[config.mk]
export PLATFORM = sky130hd
export DESIGN_NAME = hazard_unit
export DESIGN_NICKNAME = d
export VERILOG_FILES = /design/src/rtl/hazard_unit.sv
export SDC_FILE = /design/constraint.sdc
export NUM_CORES = 1
export LEC_CHECK = 0
export CORE_MARGIN = 4
export CORE_UTILIZATION = 32
export DETAILED_ROUTE_END_ITERATION = 6
export PLACE_DENSITY = 0.81
export SYNTH_ARGS = -nofsm -noshare
export SYNTH_HDL_FRONTEND = slang
export SYNTH_SLANG_ARGS = --single-unit
export TNS_END_PERCENT = 30
[constraint.sdc]
create_clock -name clk -period 2.3 [get_ports clk]
set_clock_uncertainty 0.1 [all_clocks]
set_input_delay 0.46 -clock clk [delete_from_list [all_inputs] [get_ports clk]]
set_output_delay 0.46 -clock clk [all_outputs]
set_load 0.1 [all_outputs]
[src/rtl/hazard_unit.sv]
// Hazard detection, operand forwarding selects, stall/flush generation and
// multi-cycle divide sequencing for the 5-stage MIPS pipeline.
module hazard_unit #(
   parameter int unsigned DIV_CYCLES = 32
) (
   input  logic        clk,
   input  logic        rst,
   input  logic [4:0]  rsD,
   input  logic [4:0]  rtD,
   input  logic [4:0]  rsE,
   input  logic [4:0]  rtE,
   input  logic [4:0]  writeregE,
   input  logic [4:0]  writeregM,
   input  logic [4:0]  writeregW,
   input  logic        regwriteE,
   input  logic        regwriteM,
   input  logic        regwriteW,
   input  logic        memtoregE,
   input  logic        memtoregM,
   input  logic        branchD,
   input  logic        jrD,
   input  logic        divE,
   input  logic        i_stall,
   input  logic        d_stall,
   input  logic [31:0] excepttypeM,
   output logic        forwardAD,
   output logic        forwardBD,
   output logic [1:0]  forwardAE,
   output logic [1:0]  forwardBE,
   output logic        stallF,
   output logic        stallD,
   output logic        stallE,
   output logic        stallM,
   output logic        stallW,
   output logic        flushD,
   output logic        flushE,
   output logic        flushM,
   output logic        flushW,
   output logic        div_start,
   output logic        div_done
);

   localparam int unsigned      CW       = $clog2(DIV_CYCLES);
   localparam logic [CW-1:0]    CNT_LOAD = CW'(DIV_CYCLES - 1);
   localparam logic [CW-1:0]    CNT_LAST = CW'(1);

   typedef enum logic [1:0] {
      DIV_IDLE = 2'd0,
      DIV_BUSY = 2'd1,
      DIV_DONE = 2'd2
   } div_state_e;

   div_state_e    r_div_state;
   div_state_e    w_div_state_nxt;
   logic [CW-1:0] r_div_cnt;
   logic [CW-1:0] w_div_cnt_nxt;

   logic w_memstall;
   logic w_except;
   logic w_lwstall;
   logic w_branchstall;
   logic w_divstall;
   logic w_div_go;
   logic w_front_stall;

   // $0 is hardwired, so a write to it never produces a dependence.
   function automatic logic src_hit(input logic       en,
                                    input logic [4:0] dst,
                                    input logic [4:0] src);
      return en && (dst != 5'd0) && (dst == src);
   endfunction

   // ---------------- forwarding ----------------
   assign forwardAE = src_hit(regwriteM, writeregM, rsE) ? 2'b10 :
                      src_hit(regwriteW, writeregW, rsE) ? 2'b01 : 2'b00;
   assign forwardBE = src_hit(regwriteM, writeregM, rtE) ? 2'b10 :
                      src_hit(regwriteW, writeregW, rtE) ? 2'b01 : 2'b00;
   assign forwardAD = src_hit(regwriteM, writeregM, rsD);
   assign forwardBD = src_hit(regwriteM, writeregM, rtD);

   // ---------------- hazard sources ----------------
   assign w_memstall = i_stall | d_stall;
   assign w_except   = (excepttypeM != 32'd0) & ~w_memstall;

   assign w_lwstall  = src_hit(memtoregE, writeregE, rsD) |
                       src_hit(memtoregE, writeregE, rtD);

   // Branch operands are compared in D, so an ALU result still in E or a
   // load still in M cannot be forwarded in time.
   assign w_branchstall = (branchD | jrD) &
                          (src_hit(regwriteE, writeregE, rsD) |
                           src_hit(regwriteE, writeregE, rtD) |
                           src_hit(memtoregM, writeregM, rsD) |
                           src_hit(memtoregM, writeregM, rtD));

   assign w_divstall = ((r_div_state == DIV_IDLE) & divE & ~w_except) |
                       (r_div_state == DIV_BUSY);

   // ---------------- divide sequencer ----------------
   // NOTE: every signal written here gets a default first so no path leaves
   // it unassigned; otherwise synthesis infers a latch.
   always_comb begin
      w_div_state_nxt = r_div_state;
      w_div_cnt_nxt   = r_div_cnt;
      w_div_go        = 1'b0;
      case (r_div_state)
         DIV_IDLE: begin
            if (divE && !w_memstall && !w_except) begin
               w_div_state_nxt = DIV_BUSY;
               w_div_cnt_nxt   = CNT_LOAD;
               w_div_go        = 1'b1;
            end
         end
         DIV_BUSY: begin
            // The countdown keeps running under memstall; only an exception
            // abandons the divide.
            if (w_except) begin
               w_div_state_nxt = DIV_IDLE;
               w_div_cnt_nxt   = '0;
            end else begin
               w_div_cnt_nxt = r_div_cnt - CNT_LAST;
               if (r_div_cnt == CNT_LAST) w_div_state_nxt = DIV_DONE;
            end
         end
         DIV_DONE: begin
            if (!w_memstall) w_div_state_nxt = DIV_IDLE;
         end
         default: begin
            w_div_state_nxt = DIV_IDLE;
            w_div_cnt_nxt   = '0;
         end
      endcase
   end

   // NOTE: sequential state uses non-blocking assignments so every register
   // samples pre-edge values regardless of statement order.
   always_ff @(posedge clk or posedge rst) begin
      if (rst) begin
         r_div_state <= DIV_IDLE;
         r_div_cnt   <= '0;
      end else begin
         r_div_state <= w_div_state_nxt;
         r_div_cnt   <= w_div_cnt_nxt;
      end
   end

   // The start pulse is decoded from IDLE, so it is masked while reset is held.
   assign div_start = w_div_go & ~rst;
   assign div_done  = (r_div_state == DIV_DONE);

   // ---------------- stalls and flushes ----------------
   assign w_front_stall = w_lwstall | w_branchstall | w_divstall | w_memstall;

   assign stallF = w_front_stall & ~w_except;
   assign stallD = w_front_stall & ~w_except;
   assign stallE = (w_divstall | w_memstall) & ~w_except;
   assign stallM = w_memstall & ~w_except;
   assign stallW = w_memstall & ~w_except;

   assign flushD = w_except;
   assign flushE = ((w_lwstall | w_branchstall) & ~w_divstall & ~w_memstall) | w_except;
   assign flushM = (w_divstall & ~w_memstall) | w_except;
   assign flushW = 1'b0;

endmodule

==> run summary <==
max_cap viols = 0
Synth Instances = 142
final core occ = 84.4%
flop2flop setup slack = 840 ps
initial antenna violation count = 0
CTS Root Buffer Type = clkbuf_4
most common cell after layout, fill and taps aside = buf_4
vias in the first global route = 1,670
Clock H-tree levels = 1
Die Height = 67.0 um
Reg2Reg Depth = 4
HP Class = in2async
max-slew violation count = 0
non-filler cells, final = 324
vias = 1,697
largest net degree at the start of global routing = 15
sequential fraction of the synthesis area = 15.7%
FMAX = 380 MHz
r2r startpoint = r_div_state[1]
Net count, final = 360
crit end category = primary output
clk slew on worst S/H paths = 50 ps
Site Rows = 21
top-area cell type share of the netlist area = 20.5%
post-route setup TNS = -2360 ps
deepest clock path buffer count = 2
final setup fails = 13
RSZ-0062 raised after global routing = true
crit path DAT = 2070 ps
grt ovf = 0
Antenna Cells = 0
Placed Cells = 308
Final WS setup = -328 ps
pre-CTS worst setup slack = -615 ps
TritonCTS clock tree = yes
fin crit share = 114%
status = finished, violations left
critical-path maximum fanout = 2
violated checks = negative setup slack
total CTS buffers = 3
num ports = 96
WS Path Type = in2out
First-pass DRT Iterations = 4
synth unique cells = 36
Final min period = 2630 ps
reg2reg end = r_div_cnt[3]
post-DP HPWL = 4100 um
Post-Syn Area per Cell = 7.83 um^2
hold slack = 465 ps
Die Span X = 67.0 um
power density over the cells = 258 nW/um^2
initial cell density of the core = 33.3%
Iter 0 DRT Violations = 61
synthesis-to-layout area growth = 153%
cell area after synthesis = 1110 um^2
hold_buf cts = 0
Yosys reg bits = 7
Syn Nets = 223
Placer Congestion = 0.861
worst path required time = 1740 ps
Core ar. = 3340 um^2
Yosys warning count = 0
die footprint = 4480 um^2
most area-consuming cells after synthesis = xor2_1, dfrtp_1, xnor2_1, nor4_1, nor4_2
fraction of layout cells with a size suffix above 1 = 48.9%
Buffers on Ports = 94
peak supply drop = 269 uV
vias per cell = 5.24
wire per inst = 20.1 um
total detailed-routing wirelength = 6510 um
clk sinks = 7
first-pass GRT wire length = 8240 um
Final Hold Vio Count = 0
Fillers = 175
Pleak = 1.24 nW
worst-skew pair later-pin latency = 250 ps
most frequent cells in the layout = buf_4, xor2_1, dlygate4sd2_1
Critical Path Start Type = primary input
overall global routing resource usage = 24.4%
post-route ant nets = 0
top cell type by total area after synthesis = xor2_1
DRC = 0
## repair_timing
item | CTS | global route
buffers inserted | 8 | 4
pin swaps | 42 | 36
endpoints found under the setup margin | 15 | 13
gates resized for setup | 127 | 59
endpoints found under the hold margin | 0 | 0
## cells by family (layout without fill, tap and decap cells)
| logic type | count (synthesis) | after routing | share of synthesized area, % |
|---|---|---|---|
| AND/OR/NAND/NOR | 56 | 56 | 30.1 |
| XOR/XNOR | 40 | 40 | 31.5 |
| AO/OA/AOI/OAI | 23 | 23 | 13.7 |
| buffers and inverters | 13 | 149 | 6.30 |
| flip-flops | 7 | 7 | 15.7 |
| adder cells (fa/ha/maj) | 2 | 2 | 2.25 |
| other | 1 | 1 | 0.337 |
## power by group
| part | leakage [nW] | internal, mW | switching (mW) |
|---|---|---|---|
| logic | 1.15 | 0.236 | 0.257 |
| registers | 0.0769 | 0.123 | 0.000000000546 |
| clock network | 0.0150 | 0.0661 | 0.0439 |
| total | 1.24 | 0.425 | 0.301 |
## registers in the layout, summed over array words and instances (netlist names)
register	count
r_div_state	2
r_div_cnt	5
## critical path, cell delays in order
cell	delay (ps)
dlygate4sd2_1	250
or4_4	150
o21ai_2	50
or4_4	550
nor4_4	380
buf_12	220
## cell usage after synthesis
cell type	number
a21oi_1	7
a22oi_1	3
a31oi_1	1
buf_2	2
buf_4	3
buf_6	1
clkbuf_1	4
conb_1	1
dfrtp_1	7
ha_1	2
inv_1	3
nand2_1	8
nand3_1	9
nand3b_1	3
nand4_1	2
nor2_1	7
nor2_2	1
nor2b_1	2
nor3_1	5
nor3b_1	1
nor4_1	8
nor4_2	4
o211ai_1	1
o21a_1	1
o21ai_0	2
o21ai_1	3
o21ai_4	1
o21ba_2	1
o21bai_1	1
o221ai_1	1
o22ai_1	1
or2_1	1
or4_1	4
or4_4	1
xnor2_1	14
xor2_1	26
## per-layer routing
| metal | wire, um | vias up | GRT usage, % |
|---|---|---|---|
| met5 | 0 | - | 0 |
| met4 | 234 | 0 | 7.09 |
| met3 | 417 | 20 | 4.22 |
| met2 | 3540 | 77 | 48.1 |
| met1 | 2320 | 823 | 25.8 |
| li1 | - | 777 | - |
## metrics by stage
stage	power, mW	cell area [um^2]
floorplan	0.340	1270
global placement	0.578	2590
detailed placement	0.587	2590
CTS	0.702	2760
global route	0.756	2820
finish	0.726	2820
## area by class of cell
class,count,area (um^2),share of cell area (%)
flip-flops and latches,7,175,6.22
clock buffers,4,26.3,0.933
repair buffers,142,1390,49.2
inverters,3,11.3,0.400
multi-input cells,122,1160,41.2
well taps,46,57.6,2.04
## how the worst max path moves through the flow
stage | startpoint | end | slack, ps | depth (start not counted)
detailed placement | writeregW[4] | forwardAE[0] | -610 | 6
floorplan | writeregM[1] | forwardAE[0] | -810 | 5
global placement | writeregW[4] | forwardBE[0] | -560 | 6
CTS | writeregM[2] | forwardAE[0] | -280 | 7
global route | writeregW[2] | forwardBE[0] | -360 | 6
finish | writeregW[2] | forwardBE[0] | -330 | 6
Power figures use the tool's default switching activity.
